**config.mk**
```make
export PLATFORM = sky130hd
export DESIGN_NAME = ama_riscv_fwd_scoreboard
export DESIGN_NICKNAME = d
export VERILOG_FILES = /design/src/rtl/ama_riscv_fwd_scoreboard_pkg.sv /design/src/rtl/ama_riscv_fwd_match.sv /design/src/rtl/ama_riscv_fwd_scoreboard.sv
export SDC_FILE = /design/constraint.sdc
export NUM_CORES = 1
export LEC_CHECK = 0
export BUFFER_PORTS_ARGS = -buffer_cell sky130_fd_sc_hd__clkbuf_2
export CORE_ASPECT_RATIO = 0.75
export CORE_MARGIN = 2
export CORE_UTILIZATION = 40
export DETAILED_ROUTE_END_ITERATION = 7
export PLACE_DENSITY = 0.8
export REMOVE_ABC_BUFFERS = 1
export SYNTH_ARGS = -nofsm -noshare
export SYNTH_HDL_FRONTEND = slang
export SYNTH_SLANG_ARGS = --single-unit
```
**constraint.sdc**
```tcl
create_clock -name clk -period 1.5 [get_ports clk]
set_clock_uncertainty 0.1 [all_clocks]
set_input_delay 0 -clock clk [delete_from_list [all_inputs] [get_ports clk]]
set_output_delay 0 -clock clk [all_outputs]
set_load 0.01 [all_outputs]
```
**src/rtl/ama_riscv_fwd_scoreboard_pkg.sv**
```systemverilog
// Shared constants for the forwarding scoreboard: RF-select code, x0 address, select width.
// No logic; no latency; no backpressure.
// Imported by ama_riscv_fwd_match and ama_riscv_fwd_scoreboard.
package ama_riscv_fwd_scoreboard_pkg;

    localparam int FWD_SEL_RF = 0;
    localparam int RF_X0_ZERO = 0;

    // Select code k+1 addresses stage k, 0 means register file.
    function automatic int sel_width(input int depth);
        return $clog2(depth + 1);
    endfunction

endpackage

```
**src/rtl/ama_riscv_fwd_match.sv**
```systemverilog
// Per-source producer lookup: youngest matching in-flight tag wins, flags load-use hazard.
// Latency: purely combinational.
// Backpressure: none; the caller turns hazard into a stall.
module ama_riscv_fwd_match
    import ama_riscv_fwd_scoreboard_pkg::*;
#(
    parameter int FWD_DEPTH = 2,
    parameter int LOAD_LAT  = 1,
    parameter int RF_AW     = 5,
    parameter int SW        = 2
) (
    input  logic [RF_AW-1:0]           rs,
    input  logic                       rs_use,
    input  logic [FWD_DEPTH-1:0]       tag_v,
    input  logic [FWD_DEPTH*RF_AW-1:0] tag_rd,
    input  logic [FWD_DEPTH-1:0]       tag_ld,
    output logic [SW-1:0]              sel,
    output logic                       hazard
);

    // Walk oldest to youngest so the lowest matching index is the last write.
    always_comb begin
        sel    = SW'(FWD_SEL_RF);
        hazard = 1'b0;
        for (int k = FWD_DEPTH - 1; k >= 0; k--) begin
            if (rs_use && (rs != RF_AW'(RF_X0_ZERO)) && tag_v[k] &&
                (tag_rd[k*RF_AW +: RF_AW] == rs)) begin
                sel    = SW'(k + 1);
                hazard = tag_ld[k] && (k < LOAD_LAT);
            end
        end
    end

endmodule

```
**src/rtl/ama_riscv_fwd_scoreboard.sv**
```systemverilog
// Forwarding/hazard unit beside ID; optional statistics under AMA_RISCV_FWD_STATS_EN.
// Latency: fwd_sel/stall combinational from registered tags; tags advance one stage per clk.
// Backpressure: stall holds ID/IF and injects a bubble into stage 0.
module ama_riscv_fwd_scoreboard
    import ama_riscv_fwd_scoreboard_pkg::*;
#(
    parameter  int NUM_SRC   = 2,
    parameter  int FWD_DEPTH = 2,
    parameter  int LOAD_LAT  = 1,
    parameter  int RF_AW     = 5,
    parameter  int CNT_W     = 32,
    localparam int SW        = sel_width(FWD_DEPTH)
) (
    input  logic                     clk,
    input  logic                     rst_n,
    input  logic                     id_valid,
    input  logic                     id_flush,
    input  logic [NUM_SRC*RF_AW-1:0] id_rs,
    input  logic [NUM_SRC-1:0]       id_rs_use,
    input  logic [RF_AW-1:0]         id_rd,
    input  logic                     id_we,
    input  logic                     id_load,
    output logic [NUM_SRC*SW-1:0]    fwd_sel,
    output logic                     stall,
    output logic [CNT_W-1:0]         stat_fwd_cnt,
    output logic [CNT_W-1:0]         stat_stall_cnt
);

    if (FWD_DEPTH < 1) begin : g_chk_depth
        $error("FWD_DEPTH must be >= 1");
    end
    if ((LOAD_LAT < 0) || (LOAD_LAT >= FWD_DEPTH)) begin : g_chk_lat
        $error("LOAD_LAT must satisfy 0 <= LOAD_LAT < FWD_DEPTH");
    end
    if (NUM_SRC < 1) begin : g_chk_src
        $error("NUM_SRC must be >= 1");
    end

    typedef struct packed {
        logic             v;
        logic [RF_AW-1:0] rd;
        logic             ld;
    } tag_t;

    tag_t [FWD_DEPTH-1:0]       stage;
    logic [FWD_DEPTH-1:0]       tag_v;
    logic [FWD_DEPTH-1:0]       tag_ld;
    logic [FWD_DEPTH*RF_AW-1:0] tag_rd;
    logic [NUM_SRC-1:0]         hazard;
    logic                       issue;
    logic                       push;

    assign stall = id_valid && !id_flush && (|hazard);
    assign issue = id_valid && !id_flush && !stall;
    assign push  = issue && id_we && (id_rd != RF_AW'(RF_X0_ZERO));

    always_ff @(posedge clk or negedge rst_n) begin
        if (!rst_n) begin
            stage <= '0;
        end else begin
            stage[0] <= push ? '{v: 1'b1, rd: id_rd, ld: id_load} : '0;
            for (int k = 1; k < FWD_DEPTH; k++) begin
                stage[k] <= stage[k-1];
            end
        end
    end

    always_comb begin
        tag_v  = '0;
        tag_ld = '0;
        tag_rd = '0;
        for (int k = 0; k < FWD_DEPTH; k++) begin
            tag_v[k]                  = stage[k].v;
            tag_ld[k]                 = stage[k].ld;
            tag_rd[k*RF_AW +: RF_AW]  = stage[k].rd;
        end
    end

    for (genvar i = 0; i < NUM_SRC; i++) begin : g_src
        logic [SW-1:0] raw_sel;

        ama_riscv_fwd_match #(
            .FWD_DEPTH (FWD_DEPTH),
            .LOAD_LAT  (LOAD_LAT),
            .RF_AW     (RF_AW),
            .SW        (SW)
        ) u_match (
            .rs     (id_rs[i*RF_AW +: RF_AW]),
            .rs_use (id_rs_use[i]),
            .tag_v  (tag_v),
            .tag_rd (tag_rd),
            .tag_ld (tag_ld),
            .sel    (raw_sel),
            .hazard (hazard[i])
        );

        // A held or killed instruction must not steer the operand muxes.
        assign fwd_sel[i*SW +: SW] = issue ? raw_sel : SW'(FWD_SEL_RF);
    end

`ifdef AMA_RISCV_FWD_STATS_EN
    localparam int IW = CNT_W + $clog2(NUM_SRC + 1);

    logic [CNT_W-1:0] fwd_cnt;
    logic [CNT_W-1:0] stall_cnt;
    logic [IW-1:0]    fwd_inc;
    logic [IW-1:0]    fwd_nxt;
    logic [IW-1:0]    stall_nxt;

    // fwd_sel is already zero on non-issuing cycles, so no extra qualifier.
    always_comb begin
        fwd_inc = '0;
        for (int i = 0; i < NUM_SRC; i++) begin
            fwd_inc = fwd_inc + IW'(fwd_sel[i*SW +: SW] != SW'(FWD_SEL_RF));
        end
        fwd_nxt   = IW'(fwd_cnt) + fwd_inc;
        stall_nxt = IW'(stall_cnt) + IW'(stall);
    end

    always_ff @(posedge clk or negedge rst_n) begin
        if (!rst_n) begin
            fwd_cnt   <= '0;
            stall_cnt <= '0;
        end else begin
            fwd_cnt   <= (fwd_nxt > IW'({CNT_W{1'b1}})) ? '1 : fwd_nxt[CNT_W-1:0];
            stall_cnt <= (stall_nxt > IW'({CNT_W{1'b1}})) ? '1 : stall_nxt[CNT_W-1:0];
        end
    end

    assign stat_fwd_cnt   = fwd_cnt;
    assign stat_stall_cnt = stall_cnt;
`else
    assign stat_fwd_cnt   = '0;
    assign stat_stall_cnt = '0;
`endif

endmodule

```
# Word-level counts from Yosys, hierarchy flattened
# Index checks and enable logic that the tools add are counted.
classes:
  n_eq_ne: 4
  mux: 9
  n_reduce_logical: 21
ops:
  columns: ["cell", "n"]
  rows:
  - ["$eq A5 B5 Y1", 4]
  - ["$logic_and A1 B1 Y1", 15]
  - ["$reduce_bool A5 Y1", 3]
  - ["$mux W2", 6]
  - ["$mux W7", 1]
  - ["$logic_not A1 Y1", 2]
  - ["$mux W1", 2]
  - ["$reduce_or A2 Y1", 1]
totals:
  word_cells: 39
  inputBits: 23
  output_inout_bits: 69
  register_bits: 13

# Longest topological paths before layout
depth:
  word_depth: 12
  depth_mapped: 5
  mapped_depth_nobuf: 5

# Hierarchy
# A second synthesis with hierarchy kept.
unflattened:
  cells_unflattened: 134
  area_unflattened_um2: 1286.2
modules_own_cells:
  columns: ["mod", "instances", "area_per_inst_um2", "seq_area_each_um2", "cells_per_inst"]
  rows:
  - ["ama_riscv_fwd_scoreboard", 1, 960.9, 350.3, 96]
  - ["ama_riscv_fwd_match", 2, 162.7, 0.0, 19]

# Worst setup path before layout
# OpenSTA, ideal clock, no wires.
synth_timing:
  path_type: "register -> output"
  startpoint: "reg stage[11] (netlist bit)"
  endpoint: "out fwd_sel[1]"
  slack_ns: -0.058
  path_buffers: 0
  arrival_time_ns: 1.458
  path_stages_with_launch: 5
  t_required_ns: 1.400
  cell_sequence: "dfrtp_1 xor2_1 nor4_1 nand4_1 a2111oi_1"
synth_between:
  elab_chain_cells: 5
synth_lines:
  columns: ["element", "line_no", "text"]
  rows:
  - ["start: declaration", "ama_riscv_fwd_scoreboard.sv:45", "tag_t [FWD_DEPTH-1:0] stage;"]
  - ["start signal: indexed assignment", "ama_riscv_fwd_scoreboard.sv:63", "stage[k] <= stage[k-1];"]
  - ["$eq A5 B5 Y1", "ama_riscv_fwd_match.sv:27", "(tag_rd[k*RF_AW +: RF_AW] == rs)) begin"]
  - ["$logic_and A1 B1 Y1", "ama_riscv_fwd_match.sv:26", "if (rs_use && (rs != RF_AW'(RF_X0_ZERO)) && tag_v[k] &&"]
  - ["$mux W2 (2 in series)", "ama_riscv_fwd_match.sv:26", null]
  - ["$mux W2", "ama_riscv_fwd_scoreboard.sv:98", "assign fwd_sel[i*SW +: SW] = issue ? raw_sel : SW'(FWD_SEL_RF);"]
  - ["end: declaration", "ama_riscv_fwd_scoreboard.sv:23", "output logic [NUM_SRC*SW-1:0] fwd_sel,"]
# No other way between the ends.

# Worst setup path after layout
layout_timing:
  startpoint: "reg stage[5] (netlist bit)"
  endpoint: "out stall"
layout_between:
  elab_chain_cells: 5
  elab_cells_between_ends: 8
  classes_between: "eq/ne (2); mux (2); reduce/logical (4)"
layout_lines:
  columns: ["element", "line_no", "text"]
  rows:
  - ["$eq A5 B5 Y1", "ama_riscv_fwd_match.sv:27", null]
  - ["$logic_and A1 B1 Y1", "ama_riscv_fwd_match.sv:26", null]
  - ["$mux W1", "ama_riscv_fwd_match.sv:26", null]
  - ["$reduce_or A2 Y1 (*)", "ama_riscv_fwd_scoreboard.sv:53", "assign stall = id_valid && !id_flush && (|hazard);"]
  - ["$logic_and A1 B1 Y1 (*)", "ama_riscv_fwd_scoreboard.sv:53", null]
  - ["end: declaration", "ama_riscv_fwd_scoreboard.sv:24", "output logic stall,"]
# Mark *: on every way between the ends. The rest lies on a longest branch, timed or not.

==> results.yml <==
run_status:
  outcome: "finished, violations left"
  violations: "negative setup slack"
sta:
  final_min_period_over_clock_period: 1.205
  fin_crit_ns: 1.808
  hold_viol: 0
  rsz_0062_raised_after_global_routing: "true"
  setup_viol: 12
  finalWorstSetupSlack_ns: -0.3082
  fmax_mhz: 553.0
  report.final.slew_viol_count: 0
route:
  number_of_vias_after_detailed_routing: 897
  number_of_optimization_iterations_in_the_first_detailed_route_pass: 4
  drt_first_iter_violations: 7
  viasPerCell: 3.817
  route.detailed.wl_per_inst_microns: 9.834
  post_route_drc: 0
  route.final.wire_length_mm: 2.311
  drt.antenna.violating_nets: 0
flow_run:
  timing.max_cap.violations: 0
yosys:
  synth_compound_area_frac: 0.04632
  synthAdderAreaFrac: 0
  synth.area.mux_share: 0
  synth.ff_latch_count: 13
  postSynthCellCount: 136
  netlist-cell-type-count: 22
  yosys_warnings: 0
  synth_top_family_by_area: "buffers and inverters"
  fraction_of_the_mapped_netlist_area_in_simple_logic_gates: 0.1581
  syn_std_cell_area_sq_mm: 0.001242
  syn-mean-instance-area_sq_um: 9.136
  yosysSeqAreaShare: 0.2618
  synthXorXnorAreaFrac: 0.1410
pwr:
  power.combinational.fraction: 0.261
  power.share.switching: 0.2913
  peakVddDrop_uv: 420.9
  p_seq_frac: 0.413
  clockPowerShare: 0.326
  power.net_switching_w: 0.0002623
  power.density_cell_area_mw_per_mm2: 578.9
  total_power_w: 0.0009004
  power.internal_w: 0.0006381
  leakagePower_nw: 0.7996
cts:
  cts-root-to-sink-buffers: 2
  clockRootBuffer: "clkbuf_8"
  path_clk_slew_ns: 0.05
  cts_tree: "yes"
  insertion_delay_ns: 0.23
  cts_sinks: 13
  cts_max_level: 1
  numCtsBuffers: 3
floorplanning:
  initial_utilization: 0.4202
  die_height_microns: 52.27
  core-area_sq_mm: 0.002957
  num_io_pins: 92
  die_area_sq_mm: 0.003573
  placement_rows: 17
  die-width_microns: 68.36
min_path:
  hold_class: "in2reg"
final_layout:
  area_growth_syn_to_layout_pct: 25.18
  largest_reg_flops: 13
  drive_above_1_share: 0.3299
  top_regs: "stage: 13 flops"
  regMostFlops: "stage"
  most_common_library_cell_in_the_layout_ignoring_fill_and_taps: "conb_1"
  layout.cells.most_common_list: "64 x conb_1, 23 x clkbuf_2, 19 x buf_4"
  antennaDiodeCount: 0
  num-nets-final: 221
global_route:
  number_of_antenna_violations_at_the_first_check_in_global_routing: 0
  vias_in_the_first_global_route: 804
  wire_length_of_the_first_global_routing_pass_mm: 3.312
  grt_max_degree: 14
  groute.usage.overall: 0.1269
  grt_remaining_overflow: 0
critical_path:
  reg2reg_depth: 6
  critical_path.endpoint_type: "output port"
  critPathRequiredTime_ns: 1.40
  critical_path.endpoint: "stall"
  path_max_fanout: 5
  critical_path_class: "reg2out"
  ff2ff_setup_slack_ns: -0.13
  worst_setup_path_start_kind: "flip-flop"
  crit_path_start: "stage[5]"
  critical_path_arrival_ns: 1.71
  endpoint_of_the_worst_slack_reg_to_reg_timing_path: "stage[0]"
  critical_path.reg2reg.startpoint: "stage[5]"
placed_design:
  detailedPlace.worstSlack_ns: -0.1662
  hpwlAfterDp_mm: 1.754
  io_buffer_count: 27
  gp_routability_congestion: 0.8327
## metal layers
metal / global-route usage / wire [microns] / up-vias
met5: 0 / 0 / -
met4: 0.03667 / 0 / 0
met3: 0.03441 / 185 / 0
met2: 0.2184 / 1200 / 40
met1: 0.1543 / 926 / 412
li1: - / - / 445
## power by group through the flow
stage | clock network, W | logic (W) | registers (W)
after CTS | 0.000307 | 0.000226 | 0.000372
final | 0.000294 | 0.000235 | 0.000372
after detailed placement | 0 | 0.000202 | 0.000377
after floorplan | 0 | 0.000122 | 0.000374
after global routing | 0.000317 | 0.000261 | 0.000373
after global placement | 0 | 0.000199 | 0.000376
## cell usage after synthesis
cell type | instances | area (sq um)
nor3b_1 | 2 | 15.01
nor2b_1 | 1 | 6.260
and2_1 | 1 | 6.260
buf_4 | 64 | 480.5
buf_1 | 1 | 3.750
nor3_2 | 4 | 40.04
conb_1 | 1 | 3.750
or4_4 | 2 | 22.52
nand2b_1 | 1 | 6.260
nand2_1 | 3 | 11.26
nor4_1 | 2 | 12.51
dfrtp_1 | 13 | 325.3
xnor2_1 | 12 | 105.1
xor2_1 | 8 | 70.07
nand4_1 | 4 | 25.02
or4_1 | 1 | 7.510
nand3_1 | 5 | 25.02
o21a_4 | 1 | 15.01
a2111oi_1 | 2 | 20.02
o21ai_0 | 1 | 5.000
o21ai_2 | 2 | 17.52
nor2_1 | 5 | 18.77
## final cells by class
| type | count | area [sq um] |
|---|---|---|
| Timing Repair Buffer | 59 | 414.1 |
| Sequential cell | 13 | 325.3 |
| Fill cell | 277 | 1401 |
| Clock buffer | 4 | 45.04 |
| Multi-Input combinational cell | 121 | 723.2 |
| Tap cell | 38 | 47.55 |
## cells by family after synthesis
kind of cell           after synthesis
buffers and inverters               65
AND/OR/NAND/NOR                     31
XOR/XNOR                            20
flip-flops                          13
AO/OA/AOI/OAI                        6
other                                1
## worst min-delay path by stage
stage | slack (ns) | from | end | depth (start not counted)
global placement | -0.21 | rst_n | stage[12] | 1
global route | 0.06 | id_valid | stage[6] | 3
finish | 0.01 | id_valid | stage[6] | 3
CTS | 0.02 | id_valid | stage[6] | 3
floorplan | -0.40 | rst_n | stage[0] | 0
detailed placement | -0.21 | rst_n | stage[12] | 1
## through the flow
step | TNS (ns) | std cells | hold WS, ns | utilization | instance area, sq um
global route | -3.002 | 235 | 0.05537 | 0.5260 | 1555
finish | -1.882 | 235 | 0.01498 | 0.5260 | 1555
floorplan | -0.06539 | 134 | -0.3956 | - | 994.7
CTS | -1.211 | 231 | 0.02368 | 0.5087 | 1504
global placement | -0.6881 | 212 | -0.2099 | 0.4312 | 1275
detailed placement | -1.087 | 212 | -0.2077 | 0.4312 | 1275
## worst max-delay path, cell delays in order (launching register included)
cell	delay (ns)
dfrtp_1	0.42
xnor2_1	0.18
nand4_1	0.15
nor3_4	0.28
o21a_4	0.20
and2_4	0.14
buf_6	0.09
## what timing repair did
action                     in CTS  in global routing
resized for setup               6                  8
hold buffers                   13                  0
pin swaps                      14                  6
setup endpoints to repair      12                 12
buffers inserted                2                  4
hold endpoints to repair       19                  0
No activity file was read; power rests on OpenSTA's default activity.
